--- src/rtl/code_decoder_monitor.sv ---
// ---------------------------------------------------------------------------
// code_decoder_monitor
//   Consumer of the 7-bit Gray / one-hot code bus from the 3-bit encoder.
//   Each valid sample is checked against the legal code table and decoded
//   back to 3 bits. A decoded value is published only after STABLE_CYCLES
//   identical legal samples. Illegal codes pulse err and bump a saturating
//   counter. In Gray mode a publish that is not a +/-1 step (mod 8) pulses
//   jump.
//
// Parameters
//   USE_GRAY      1 = Gray table, 0 = one-hot table
//   STABLE_CYCLES consecutive identical legal samples needed (1..15)
//
// Ports
//   clk        rising-edge clock
//   rst_n      asynchronous active-low reset
//   code_in    [6:0] code word, sampled when in_vld=1
//   in_vld     sample qualifier
//   clr_err    synchronous clear of err_cnt (wins over an illegal sample)
//   value_out  [2:0] last published decoded value
//   upd        one-cycle pulse, value_out was just published
//   locked     level, FSM is in LOCKED
//   err        one-cycle pulse, the last sample was illegal
//   jump       one-cycle pulse with upd, non-adjacent step (Gray only)
//   err_cnt    [7:0] illegal sample count, saturates at 255
// ---------------------------------------------------------------------------
module code_decoder_monitor #(
   parameter int unsigned USE_GRAY      = 1,
   parameter int unsigned STABLE_CYCLES = 3
) (
   input  logic       clk,
   input  logic       rst_n,
   input  logic [6:0] code_in,
   input  logic       in_vld,
   input  logic       clr_err,
   output logic [2:0] value_out,
   output logic       upd,
   output logic       locked,
   output logic       err,
   output logic       jump,
   output logic [7:0] err_cnt
);

   typedef enum logic [1:0] {
      IDLE   = 2'd0,
      SETTLE = 2'd1,
      LOCKED = 2'd2
   } state_e;

   localparam logic [3:0] STABLE_LIM = 4'(STABLE_CYCLES);
   localparam logic       GRAY_MODE  = (USE_GRAY != 0);
   localparam logic       ONE_SHOT   = (STABLE_CYCLES == 1);

   state_e     state_q, state_d;
   logic [2:0] cand_q, cand_d;
   logic [3:0] cnt_q, cnt_d;
   logic       had_prev_q, had_prev_d;
   logic [2:0] value_q, value_d;
   logic       upd_q, upd_d;
   logic       err_q, err_d;
   logic       jump_q, jump_d;
   logic [7:0] err_cnt_q, err_cnt_d;

   logic       legal;
   logic [2:0] dec;
   logic       publish;
   logic       err_hit;

   // ------------------------------------------------------------------------
   // Code table lookup
   // ------------------------------------------------------------------------
   always_comb begin
      legal = 1'b0;
      dec   = '0;
      if (GRAY_MODE) begin
         case (code_in)
            7'b0000000: begin legal = 1'b1; dec = 3'd0; end
            7'b0000001: begin legal = 1'b1; dec = 3'd1; end
            7'b0000011: begin legal = 1'b1; dec = 3'd2; end
            7'b0000010: begin legal = 1'b1; dec = 3'd3; end
            7'b0000110: begin legal = 1'b1; dec = 3'd4; end
            7'b0000111: begin legal = 1'b1; dec = 3'd5; end
            7'b0000101: begin legal = 1'b1; dec = 3'd6; end
            7'b0000100: begin legal = 1'b1; dec = 3'd7; end
            default:    begin legal = 1'b0; dec = 3'd0; end
         endcase
      end else begin
         if (code_in == 7'b0000000) begin
            legal = 1'b1;
         end
         // value k is carried on bit k-1
         for (int unsigned k = 0; k < 7; k++) begin
            if (code_in == (7'd1 << k)) begin
               legal = 1'b1;
               dec   = 3'(k + 1);
            end
         end
      end
   end

   // ------------------------------------------------------------------------
   // FSM: state register
   // ------------------------------------------------------------------------
   always_ff @(posedge clk or negedge rst_n) begin
      if (!rst_n) begin
         state_q <= IDLE;
      end else begin
         state_q <= state_d;
      end
   end

   // ------------------------------------------------------------------------
   // FSM: next-state logic
   // ------------------------------------------------------------------------
   always_comb begin
      state_d = state_q;
      cand_d  = cand_q;
      cnt_d   = cnt_q;
      publish = 1'b0;
      err_hit = 1'b0;
      if (in_vld) begin
         if (!legal) begin
            err_hit = 1'b1;
            cnt_d   = '0;
            state_d = IDLE;
         end else begin
            case (state_q)
               IDLE: begin
                  cand_d = dec;
                  cnt_d  = 4'd1;
                  if (ONE_SHOT) begin
                     publish = 1'b1;
                     state_d = LOCKED;
                  end else begin
                     state_d = SETTLE;
                  end
               end
               SETTLE: begin
                  if (dec == cand_q) begin
                     cnt_d = cnt_q + 4'd1;
                     if ((cnt_q + 4'd1) == STABLE_LIM) begin
                        publish = 1'b1;
                        state_d = LOCKED;
                     end
                  end else begin
                     cand_d = dec;
                     cnt_d  = 4'd1;
                  end
               end
               LOCKED: begin
                  if (dec != value_q) begin
                     cand_d = dec;
                     cnt_d  = 4'd1;
                     if (ONE_SHOT) begin
                        publish = 1'b1;
                     end else begin
                        state_d = SETTLE;
                     end
                  end
               end
               default: begin
                  state_d = IDLE;
               end
            endcase
         end
      end
   end

   // ------------------------------------------------------------------------
   // FSM: output / datapath next values
   // ------------------------------------------------------------------------
   always_comb begin
      value_d    = publish ? cand_d : value_q;
      upd_d      = publish;
      err_d      = err_hit;
      had_prev_d = had_prev_q | publish;
      // 7<->0 is adjacent through 3-bit wraparound of the +/-1 terms
      jump_d     = publish && GRAY_MODE && had_prev_q &&
                   (cand_d != (value_q + 3'd1)) &&
                   (cand_d != (value_q - 3'd1));
      if (clr_err) begin
         err_cnt_d = '0;
      end else if (err_hit && (err_cnt_q != 8'hFF)) begin
         err_cnt_d = err_cnt_q + 8'd1;
      end else begin
         err_cnt_d = err_cnt_q;
      end
   end

   always_ff @(posedge clk or negedge rst_n) begin
      if (!rst_n) begin
         cand_q     <= '0;
         cnt_q      <= '0;
         had_prev_q <= 1'b0;
         value_q    <= '0;
         upd_q      <= 1'b0;
         err_q      <= 1'b0;
         jump_q     <= 1'b0;
         err_cnt_q  <= '0;
      end else begin
         cand_q     <= cand_d;
         cnt_q      <= cnt_d;
         had_prev_q <= had_prev_d;
         value_q    <= value_d;
         upd_q      <= upd_d;
         err_q      <= err_d;
         jump_q     <= jump_d;
         err_cnt_q  <= err_cnt_d;
      end
   end

   assign value_out = value_q;
   assign upd       = upd_q;
   assign locked    = (state_q == LOCKED);
   assign err       = err_q;
   assign jump      = jump_q;
   assign err_cnt   = err_cnt_q;

endmodule

--- config.mk ---
export PLATFORM = sky130hd
export DESIGN_NAME = code_decoder_monitor
export DESIGN_NICKNAME = d
export VERILOG_FILES = /design/src/rtl/code_decoder_monitor.sv
export SDC_FILE = /design/constraint.sdc
export NUM_CORES = 1
export LEC_CHECK = 0
export ABC_CLOCK_PERIOD_IN_PS = 2900
export CORE_AREA = 2 2 53 92
export CTS_BUF_LIST = sky130_fd_sc_hd__clkbuf_4
export CTS_CLUSTER_SIZE = 14
export DETAILED_ROUTE_END_ITERATION = 8
export DIE_AREA = 0 0 55 94
export PLACE_DENSITY = 0.6
export SETUP_SLACK_MARGIN = 0.4
export SLEW_MARGIN = 20
export SYNTH_ARGS = -nofsm -noshare
export SYNTH_HDL_FRONTEND = slang
export SYNTH_SLANG_ARGS = --single-unit
--- constraint.sdc ---
create_clock -name clk -period 2.9 [get_ports clk]
set_input_delay 0.725 -clock clk [delete_from_list [all_inputs] [get_ports clk]]
set_output_delay 0.725 -clock clk [all_outputs]
set_load 0.02 [all_outputs]
### Word-level counts from Yosys, hierarchy flattened

Memory sizes are Yosys's and may differ from the RTL's.
Index checks and enable logic that the tools add are counted.

| storage, ports and cells | value |
|---|---|
| memory bits (writable) | 0 |
| word-level logic and storage cells | 60 |
| bits of input ports | 11 |
| output and inout port bits | 15 |
| memories | 1 |
| register bits after elaboration | 24 |
| latch bits | 0 |
| memory bits (read-only) | 24 |

Memory list:

| name | words | width | read ports | clocked after Yosys merged registers in | wr ports | RTL line | text |
|---|---|---|---|---|---|---|---|
| (name not given) | 8 | 3 | 1 | 0 | 0 | 76 | `case (code_in)` |

| operators by class | value |
|---|---|
| order comparisons | 0 |
| add/subtract/negate cells | 4 |
| equal/unequal tests | 12 |
| $mul | 0 |
| shifts and indexed selects | 0 |
| div/mod/pow operators | 0 |
| muxes and demuxes | 24 |
| bitwise logic cells | 1 |
| reduce and logical (&&, ||, !) cells | 9 |

Operator list:

| operator | number |
|---|---|
| $mux W4 | 4 |
| $mux W8 | 2 |
| $mux W3 | 4 |
| $pmux W4 S3 | 1 |
| $ne A3 B3 Y1 | 3 |
| $pmux W3 S3 | 1 |
| $add A8 B1 Y8 const B | 1 |
| $mux W2 | 4 |
| $ne A8 B8 Y1 const B | 1 |
| $mux W1 | 7 |
| $ne A3 B3 Y1 const B | 2 |
| $pmux W2 S3 | 1 |
| $add A4 B1 Y4 const B | 1 |
| $eq A4 B2 Y1 const B | 1 |
| $logic_and A1 B1 Y1 | 4 |
| $logic_not A4 Y1 | 1 |
| $ne A4 B2 Y1 const B | 1 |
| $reduce_and A4 Y1 | 1 |
| $add A3 B1 Y3 const B | 1 |
| $eq A3 B3 Y1 | 1 |
| $ne A3 B2 Y1 const B | 1 |
| $reduce_and A3 Y1 | 1 |
| $sub A3 B1 Y3 const B | 1 |
| $eq A2 B1 Y1 const B | 1 |
| other kinds (4) | 4 |

### Longest topological paths before layout

Gate-level depths: netlist of the first run.

| logic depth | value |
|---|---|
| depth in word-level cells | 10 |
| depth in mapped cells | 10 |
| gate-level depth less buffers | 9 |

### Least setup slack after synthesis of the first run

OpenSTA, ideal clock, no wires.

| timing | value |
|---|---|
| path type | in2reg |
| start point | input code_in[2] |
| end point | register jump_q, in the netlist jump |
| path buffers | 1 |
| library setup time | 120 ps |
| slack | 227 ps |
| data required time | 2780 ps |
| stages | 9 |
| arrival | 2553 ps |
| cell sequence | buf_2 or3b_1 a21oi_2 nand3_1 o2111a_1 or2_1 o311a_1 xnor2_1 o211a_1 |

| between the ends | value |
|---|---|
| longest elaborated chain between the ends | 10 |
| elaborated cells between the ends (all ways) | 18 |
| classes of those cells | eq/ne (4); mux (10); reduce/logical (3); memory (1) |

Ends and longest elaborated chain:

| what | RTL line | text |
|---|---|---|
| from (decl) | 33 | `input logic [6:0] code_in,` |
| $mem_v2 Z8 W3 * | n/a |  |
| $mux W4 * | 76 |  |
| $ne A3 B3 Y1 / $eq A3 B3 Y1 (equally long branches) | 151, 139 |  |
| $mux W3, or another cell as far along | 151 | `if (dec != value_q) begin` |
| $pmux W3 S3 / $mux W1 (equally long branches) | 127 | `case (state_q)` |
| $mux W3 / $mux W1 (equally long branches) | 122 | `if (!legal) begin` |
| $mux W3 / $mux W1 (equally long branches) | 121 | `if (in_vld) begin` |
| $ne A3 B3 Y1 / $logic_and A1 B1 Y1 (equally long branches) | 179, 178 |  |
| $logic_and A1 B1 Y1 | 178 | `jump_d = publish && GRAY_MODE && had_prev_q &&` |
| $logic_and A1 B1 Y1 * | 179 | `(cand_d != (value_q + 3'd1)) &&` |
| named net jump_d | 61 | `logic jump_q, jump_d;` |
| to (signal assigned) | 207 | `jump_q <= jump_d;` |
| to (decl) | 61 |  |

The timed path passes the listed nets; every way through them passes the cells marked *.
A chain may end at the register's enable or synchronous reset.

### Final worst setup path of the first run

| timing | value |
|---|---|
| start point | input code_in[4] |
| end point | register jump_q, in the netlist jump |

| between the ends | value |
|---|---|
| longest elaborated chain between the ends | 10 |
| elaborated cells between the ends (all ways) | 18 |
| classes of those cells | eq/ne (4); mux (10); reduce/logical (4) |

Ends and longest elaborated chain:

| what | RTL line |
|---|---|
| $logic_not A4 Y1 * | 76 |
| $mux W4 * | 76 |
| $ne A3 B3 Y1 / $eq A3 B3 Y1 (equally long branches) | 151, 139 |
| $mux W3, or another cell as far along | 151 |
| $pmux W3 S3 / $mux W1 (equally long branches) | 127 |
| $mux W3 / $mux W1 (equally long branches) | 122 |
| $mux W3 / $mux W1 (equally long branches) | 121 |
| $ne A3 B3 Y1 / $logic_and A1 B1 Y1 (equally long branches) | 179, 178 |
| $logic_and A1 B1 Y1 | 178 |
| $logic_and A1 B1 Y1 * | 179 |
| named net jump_d | 61 |

Marked as above.

==> summary by stage, run 1 <==
Run status
The run finished with clean final reports.

Synthesis
The number of standard cells after synthesis is 204. The register bit count reported by yosys is 24. The yosys synthesis warning count is 0.

Counting flops with an async set or reset pin after synthesis yields a share of 100%. The leading area contributor after synthesis is dfrtp_1. Averaged over all synthesized cells, the footprint is between 8 and 9 µm². In the synthesized netlist the dominant register cell turns out to be dfrtp_1. After synthesis, the netlist uses 48 different library cells. Summing the sequential cell areas from Yosys gives a little over a third of the chip area. By area the synthesized netlist is led by dfrtp_1, nand2_1, nor2_1. Yosys mapped a number of flops with a built-in enable equal to 0. The number of nets in the synthesized netlist is 220. The post-synthesis cell area is about 1700 µm².

The top cell type by area accounts for around a third of the synthesized area.

Critical path
The critical path is of the input pin to flip-flop type. The maximum net fanout on the critical path is 5. For this run, the slowest stage of the critical path takes 0.34 ns. The element type at the critical path end is a flip-flop.

Traced cell by cell, the critical path runs through buf_6 -> buf_6 -> nor4_4 -> buf_6 -> nand2_2 -> o2111a_1 -> or2_1 -> o311a_1 -> xnor2_1 -> o211a_1. The worst setup path is launched from an input pin. The largest individual stage delay along the critical path comes from the cell nor4_4.

The critical path arrival is 2.66 ns. The total buffers and inverters traversed by the critical path is 3. STA puts the critical path data required time at 3.12 ns. The dominant cell type by count on the critical path is buf_6.

On the critical path the largest part of the delay comes from compound AO/OA/AOI/OAI gates.

GRT
Global routing consumed, over all layers together, between 10% and 20% of the routing resources. The first-pass GRT wire length is between 7000 and 8000 µm. The maximum number of pins on one net before global-route repair is 25.

The number of global-route vias before repair was between 1.5k and 2k. Global routing finished with a remaining overflow of 0. The number of antenna violations at the first check in global routing is 0.

Finish
Cells fill a little over half of the core in the end. The net count reported at finish is around 280. The layout overhead on the synthesized area is 39.3%. The layout cell share with drive strength beyond 1 is 28.1%. The number of inserted diodes is 0.

STA
The final critical path takes up a little over four fifths of the cycle. The achievable frequency is slightly above 400 MHz. The count of final hold-check violations is 0.

The count of final max-slew check failures is 0. Setup repair after global routing left no endpoint under its margin. At the pin with the least slew margin, the transition time is 0.434 ns.

The final clock skew is between 0.01 and 0.015 ns. In this run the tightest slew margin relative to its limit is a little over two thirds. The number of setup violations in the final report is 0. The worst-case setup margin in the final layout is 0.454 ns.

The routed design could run at a clock period as short as around 2.4 ns.

Power
IR analysis of the VDD net gives a maximum drop of ~0.0003 V. The analysis attributes to net switching a power of between 0.15 and 0.2 mW. The static power due to leakage is approximately 1.1 nW. The relative contribution of sequential cells to total power is between 40% and 50%. The clock network burns 30.3% of the power. Internal power comes to 0.577 mW.

The combinational power share is around 22%. The power density over the cells is between 300 and 400 nW/µm². Net switching is 25.6% of the power.

Routing
Dividing the detail-routed wire length by the instance count gives 14.6 µm. The first-pass iteration count of the detailed router is 4. The count of routing violations after the opening detailed-route iteration is 34. The remaining routing DRC violations is 0.

The count of nets left with antenna violations after detail routing is 0. The average via count per standard cell is approximately 5.4. The total vias in the final route is 1674. After detailed routing, the total wire length is approximately 4500 µm.

Placement
The routability congestion estimate is about 0.9. The worst slack at placement is -0.209 ns. The count of input and output buffers is 25.

The detailed-placement wirelength estimate is approximately 3500 µm.

Clock network
Clock-pin slew was measured on the worst setup and hold paths at 0.13 ns. The TritonCTS clock tree is done. The number of CTS-inserted buffers is 3. The clock root buffer master is clkbuf_4.

The number of buffers between clock root and the deepest sink is 2. The number of clock sinks seen by CTS is 24. The later pin in the worst-skew pair is clocked with a latency of approximately 0.31 ns. In this run the number of H-tree levels came out at 1.

Min path
The classification of the worst-slack hold path is flip-flop to flip-flop.

Floorplanning
The initial core utilization is 38.9%. The count of standard-cell rows is 32. In this run the count of I/O pins placed on the die edge is 26. In this run the vertical extent of the chip is approximately 94 µm. The placeable core region is 4400 µm². From left edge to right edge, the die measures 55 µm. The floorplan step defined a die boundary enclosing roughly 5200 µm².

Run
The number of maximum-capacitance constraint violations is 0.
==> cells in the mapped netlist (4+ instances only) <==
cell type,count
dfrtp_1,24
nand2_1,21
nor2_1,21
a21oi_1,13
nand3_1,13
o21ai_0,12
xnor2_1,9
inv_1,8
buf_2,6
xor2_1,6
ha_1,5
mux2i_1,5
and3_1,4
clkbuf_1,4
nor3_1,4
o211ai_1,4
o21ai_1,4
==> through the flow <==
step | TNS, ns | cells | hold slack [ns] | power [mW] | instance area (µm²)
final | 0 | 311 | 0.504 | 0.776 | 2380
after global routing | 0 | 311 | 0.520 | 0.815 | 2380
after CTS | 0 | 311 | 0.505 | 0.781 | 2350
after detailed placement | -1.12 | 304 | 0.471 | 0.537 | 2250
after global placement | -0.951 | 304 | 0.471 | 0.534 | 2250
after floorplan | 0 | 204 | 0.429 | 0.448 | 1730
==> path summary, 6_finish.rpt <==
check,depth (start not counted),end,slack (ns),start
worst max-delay path,10,jump,0.45,code_in[4]
worst min-delay path,1,had_prev_q,0.50,had_prev_q
worst max register to register,8,jump,0.51,value_out[2]
worst min register to register,1,had_prev_q,0.50,had_prev_q
max in group asynchronous,2,value_out[1],1.91,rst_n
min in group asynchronous,2,value_out[0],0.74,rst_n
==> cell families (layout without fill, tap and decap cells) <==
family                     count (synthesis)  in the layout  synth area share [%]
buffers and inverters                     20             76                  5.26
xor gates and xnor gates                  15             15                  7.68
muxes                                      7              7                  4.24
AOI/OAI and AO/OA                         51             51                  19.5
adders and majority gates                  5              5                  3.65
and+or+nand+nor                           82             82                  24.6
DFF                                       24             24                  35.1
==> final cells by class <==
type / count / area [µm²]
Sequential cell: 24 / 603
Clock inverter: 1 / 30.0
Tap cell: 51 / 63.8
Timing Repair Buffer: 64 / 548
Clock buffer: 3 / 22.5
Fill cell: 422 / 2020
Inverter: 8 / 30.0
Multi-Input combinational cell: 160 / 1090
==> sequential cells by signal, summed over array words and instances (netlist names) <==
name        cells
err_cnt         8
cnt_q           4
cand_q          3
value_out       3
state_q         2
err             1
had_prev_q      1
jump            1
upd             1
==> worst register-to-register path, stage by stage (launching register included) <==
cell	delay, ns
dfrtp_1	0.53
or3b_4	0.46
a21oi_4	0.14
nand3_1	0.09
o2111a_1	0.17
or2_1	0.25
o311a_1	0.34
xnor2_1	0.13
o211a_1	0.20
==> cells in the final DEF (no fill, tap or decap), types with 4 or more instances in the layout <==
cell             Yosys  layout
dfrtp_1             24      22
a21oi_1             13      13
o211ai_1             4       4
buf_4                0      35
nand2_1             21      20
xor2_1               6       5
ha_1                 5       5
inv_1                8       8
nand3_1             13      12
nor2_1              21      21
buf_6                1       6
clkdlybuf4s50_1      0      17
xnor2_1              9       7
o21ai_0             12      12
mux2i_1              5       5
==> metal layers <==
metal | vias to the layer above | part of all wire (%) | GRT usage [%]
li1 | 838 | - | -
met1 | 774 | 38 | 21.0
met2 | 43 | 54 | 35.0
met3 | 19 | 2.8 | 1.75
met4 | 0 | 4.9 | 11.2
met5 | - | 0 | 0
==> power groups by stage <==
stage               Clock [mW]  Sequential, mW  Combinational [mW]
CTS                      0.244           0.366               0.171
detailed placement           0           0.373               0.164
floorplan                    0           0.371              0.0775
global placement             0           0.373               0.162
global route             0.254           0.370               0.191
finish                   0.235           0.368               0.173
==> what timing repair did <==
| item | 4_1_cts | 5_1_grt |
|---|---|---|
| endpoints found under the setup margin | 11 | 7 |
| setup buffers | 2 | 0 |
| hold buffers | 0 | 0 |
| gates resized for setup | 29 | 16 |
| gates cloned | 1 | 0 |
| endpoints found under the hold margin | 0 | 0 |
| pin swaps | 9 | 11 |
Note: power is estimated with default switching activity, not from simulation.
==> run 2: changes to the inputs <==
ABC_CLOCK_PERIOD_IN_PS = 2100   (was 2900)
PLACE_DENSITY = 0.63   (was 0.6)
clock period = 2.1 ns   (was 2.9 ns; I/O delays follow)
==> run 2 against run 1 <==
Compared with the run above:
- the run now ends with setup timing left
- total power rose by 51%
- final cell count rose by 8.7%
- sequential power rose by 39%
- sequential share of layout area fell by 4.3 points
- register-to-register slack got worse by 0.64 ns
- hold slack improved by 0.012 ns
- cell area rose by 22%
- routed wire length rose by 18%
- clock skew fell by 0.0040 ns
==> summary by stage, run 2 (synthesized netlist as in run 1, its figures left out) <==
STA
The worst max-slew margin expressed relative to the limit is 75.6% (+4.8 points). The number of setup violations in the final report came to 4 (+4). The clock period minus worst slack is between 2 and 2.5 ns. Timing would allow up to roughly 450 MHz.

The count of final hold-check violations came to 0 (unchanged). The count of final max-slew check failures is 0 (unchanged). The worst-case setup margin in the final layout was -0.130 ns (-0.584 ns).

The final cycle utilization of the critical path is 106%. Setup repair after global routing could not meet its margin everywhere. The final clock skew came to 0.00635 ns (-0.00400 ns). The slew at the pin closest to its max-slew limit is 0.363 ns (-0.0708 ns).

GRT
The overall overflow remaining after global route is 0 (unchanged). The number of antenna violations at the first check in global routing was 0 (unchanged). The first-pass GRT wire length is 8430 µm (+12%). The number of global-route vias before repair is 1926 (+12%). The maximum number of pins on one net before global-route repair is 25 (unchanged). The overall track demand over capacity in global routing was 22.2% (+2.6 points).

Finish
The layout cell share with drive strength beyond 1 is 50.5% (+22 points). The top cell types in the final layout, fill and taps aside, are buf_4, buf_6, nand2_1, dfrtp_1, nor2_1. The flip-flop count of the largest register after layout was 8 (unchanged). The utilization after layout was 65.8% (+12 points). The register area came to 608 µm² (+0.83%). The net count reported at finish was 304 (+9.7%). The layout overhead on the synthesized area is 69.2%. The multi-input gate area in the final layout is 1350 µm² (+24%). The number of inserted diodes is 0 (unchanged). The final standard cell count with taps included and fillers excluded is 338 (+8.7%).

The count of fill cells added during filler insertion is 358 (-15%). The commonest non-fill, non-tap cell in the layout is buf_4.

Routing
The final routed wire length divided by cell count is 15.8 µm (+8.3%). The remaining routing DRC violations came to 0 (unchanged). The count of routing violations after the opening detailed-route iteration is 46 (+35%). The average via count per standard cell is 5.58 (+3.7%). The count of nets left with antenna violations after detail routing was 0 (unchanged).

The total vias in the final route is 1887 (+13%). The first-pass iteration count of the detailed router is 4 (unchanged). The overall routed net length came to 5330 µm (+18%).

Clock network
The number of clock sinks seen by CTS is 24 (unchanged). CTS placed an instance of clkbuf_4 at the clock tree root. The clock transition time at the flip-flop clock pins of the worst setup and hold paths is 0.13 ns (about the same).

The clock insertion delay at the later pin of the skew report came to 0.33 ns (+0.02 ns). The H-tree level count is 1 (unchanged). The TritonCTS clock tree is done. The number of CTS-inserted buffers was 3 (unchanged). The number of buffers between clock root and the deepest sink is 2 (unchanged).

Critical path
The cell at the slowest stage of the critical path is dfrtp_2. The maximum net fanout on the critical path came to 4 (-1). The highest cell delay on the worst timing path was 0.47 ns (+0.13 ns). The critical path in this run is classified as flip-flop to flip-flop. The critical path arrival was 2.46 ns (-0.20 ns).

Walking the worst path, the cells encountered are or3b_4 -> a21oi_2 -> nand3_1 -> o2111a_1 -> or2_1 -> o311a_1 -> xnor2_1 -> o211a_1. The cell family contributing the most delay on the critical path is compound AO/OA/AOI/OAI gates. The data required time at the worst endpoint was 2.33 ns (-0.79 ns).

The launching element type of the critical path is a flip-flop. The total buffers and inverters traversed by the critical path was 0 (-3). The worst setup path is captured at a flip-flop.

Power
The relative contribution of sequential cells to total power is 43.6% (-3.8 points). The power density over the cells is 404 nW/µm² (+24%). The clock power share is 29.0% (-1.3 points). The cell-internal power is 0.842 mW (+46%). The net switching power of the design is 0.329 mW (+66%). The worst ir drop on vdd was 0.000466 V (+58%). The combinational power share is 27.4% (+5.1 points). The switching power share of the total is 28.1% (+2.5 points).

The static power due to leakage is 1.30 nW (+20%).

Placement
The routability congestion estimate came to 0.851 (-4.7%). The count of input and output buffers came to 25 (unchanged). The post-placement cell count is 313 (+3.0%). The detailed-placement wirelength estimate came to 3660 µm (+4.8%).

Floorplanning
The initial core utilization is 38.9% (unchanged). The total I/O pin count is 26 (unchanged). The x dimension of the die is 55 µm (unchanged). The die span in y came to 94 µm (unchanged). The count of standard-cell rows is 32 (unchanged). The total die area is 5170 µm² (unchanged). The placeable core region is 4400 µm² (unchanged).

Run status
The flow ran to the end, but the final reports show violations. The final reports fail on setup timing.

Min path
The min-delay analysis places its worst path in the category flip-flop to flip-flop.

Run
The number of maximum-capacitance constraint violations is 0 (unchanged).
run 2: cell type report:
class	instances	share of cell area [%]
flip-flops and latches	24	21.0
clock inverters	1	1.04
well taps	51	2.20
repair buffers	91	27.4
multi-input cells	160	46.6
clock buffers	3	0.778
inverters	8	1.04
run 2: power by group through the flow:
stage / Sequential (mW) / Clock [mW] / Combinational, mW
floorplan: 0.513 / 0 / 0.129
global placement: 0.515 / 0 / 0.245
detailed placement: 0.515 / 0 / 0.247
CTS: 0.509 / 0.347 / 0.306
global route: 0.513 / 0.356 / 0.344
finish: 0.510 / 0.339 / 0.321
run 2: per-stage QoR:
stage	setup WS [ns]	area, µm²	total power, mW	TNS [ns]	hold WS, ns
2_1_floorplan	-0.319	1850	0.641	-0.765	0.229
6_report	-0.130	2900	1.17	-0.248	0.516
5_1_grt	-0.246	2900	1.21	-0.635	0.536
3_5_place_dp	-0.756	2410	0.762	-9.32	0.458
3_3_place_gp	-0.713	2410	0.760	-9.23	0.457
4_1_cts	-0.103	2800	1.16	-0.147	0.506
run 2: metal layers:
layer	up-vias	share of wire [%]	global-route usage, %
met4	0	4.0	11.0
li1	890	-	-
met3	17	2.6	1.27
met5	-	0	0
met2	52	59	43.2
met1	928	35	21.6
run 2: worst reg2reg max path, cell delays in order (launching register included):
cell and delay (ns):
dfrtp_2 0.47, or3b_4 0.38, a21oi_2 0.15, nand3_1 0.10, o2111a_1 0.14, or2_1 0.22
o311a_1 0.31, xnor2_1 0.13, o211a_1 0.23
run 2: path summary, 6_finish.rpt:
path                         startpoint    endpoint  slack [ns]  cells after the start
max in group asynchronous         rst_n  err_cnt[5]        1.31                      2
max reg2reg                value_out[2]        jump       -0.13                      8
min                          had_prev_q  had_prev_q        0.52                      1
max                        value_out[2]        jump       -0.13                      8
min reg2reg                  had_prev_q  had_prev_q        0.52                      1
min in group asynchronous         rst_n    cnt_q[1]        0.53                      2
run 2: timing repair:
item                                    4_1_cts  5_1_grt
setup buffers                                17        3
endpoints found under the setup margin       38       26
pin swaps                                    26       10
hold buffers                                  0        0
resized for setup                           127       20
gates cloned                                  1        0
==> run 3: changes to the inputs <==
CTS_CLUSTER_DIAMETER = 80   (was default)
SLEW_MARGIN = default   (was 20)
==> results of run 3 <==
No change in the layout: final DEF, timing and power equal those of run 2.
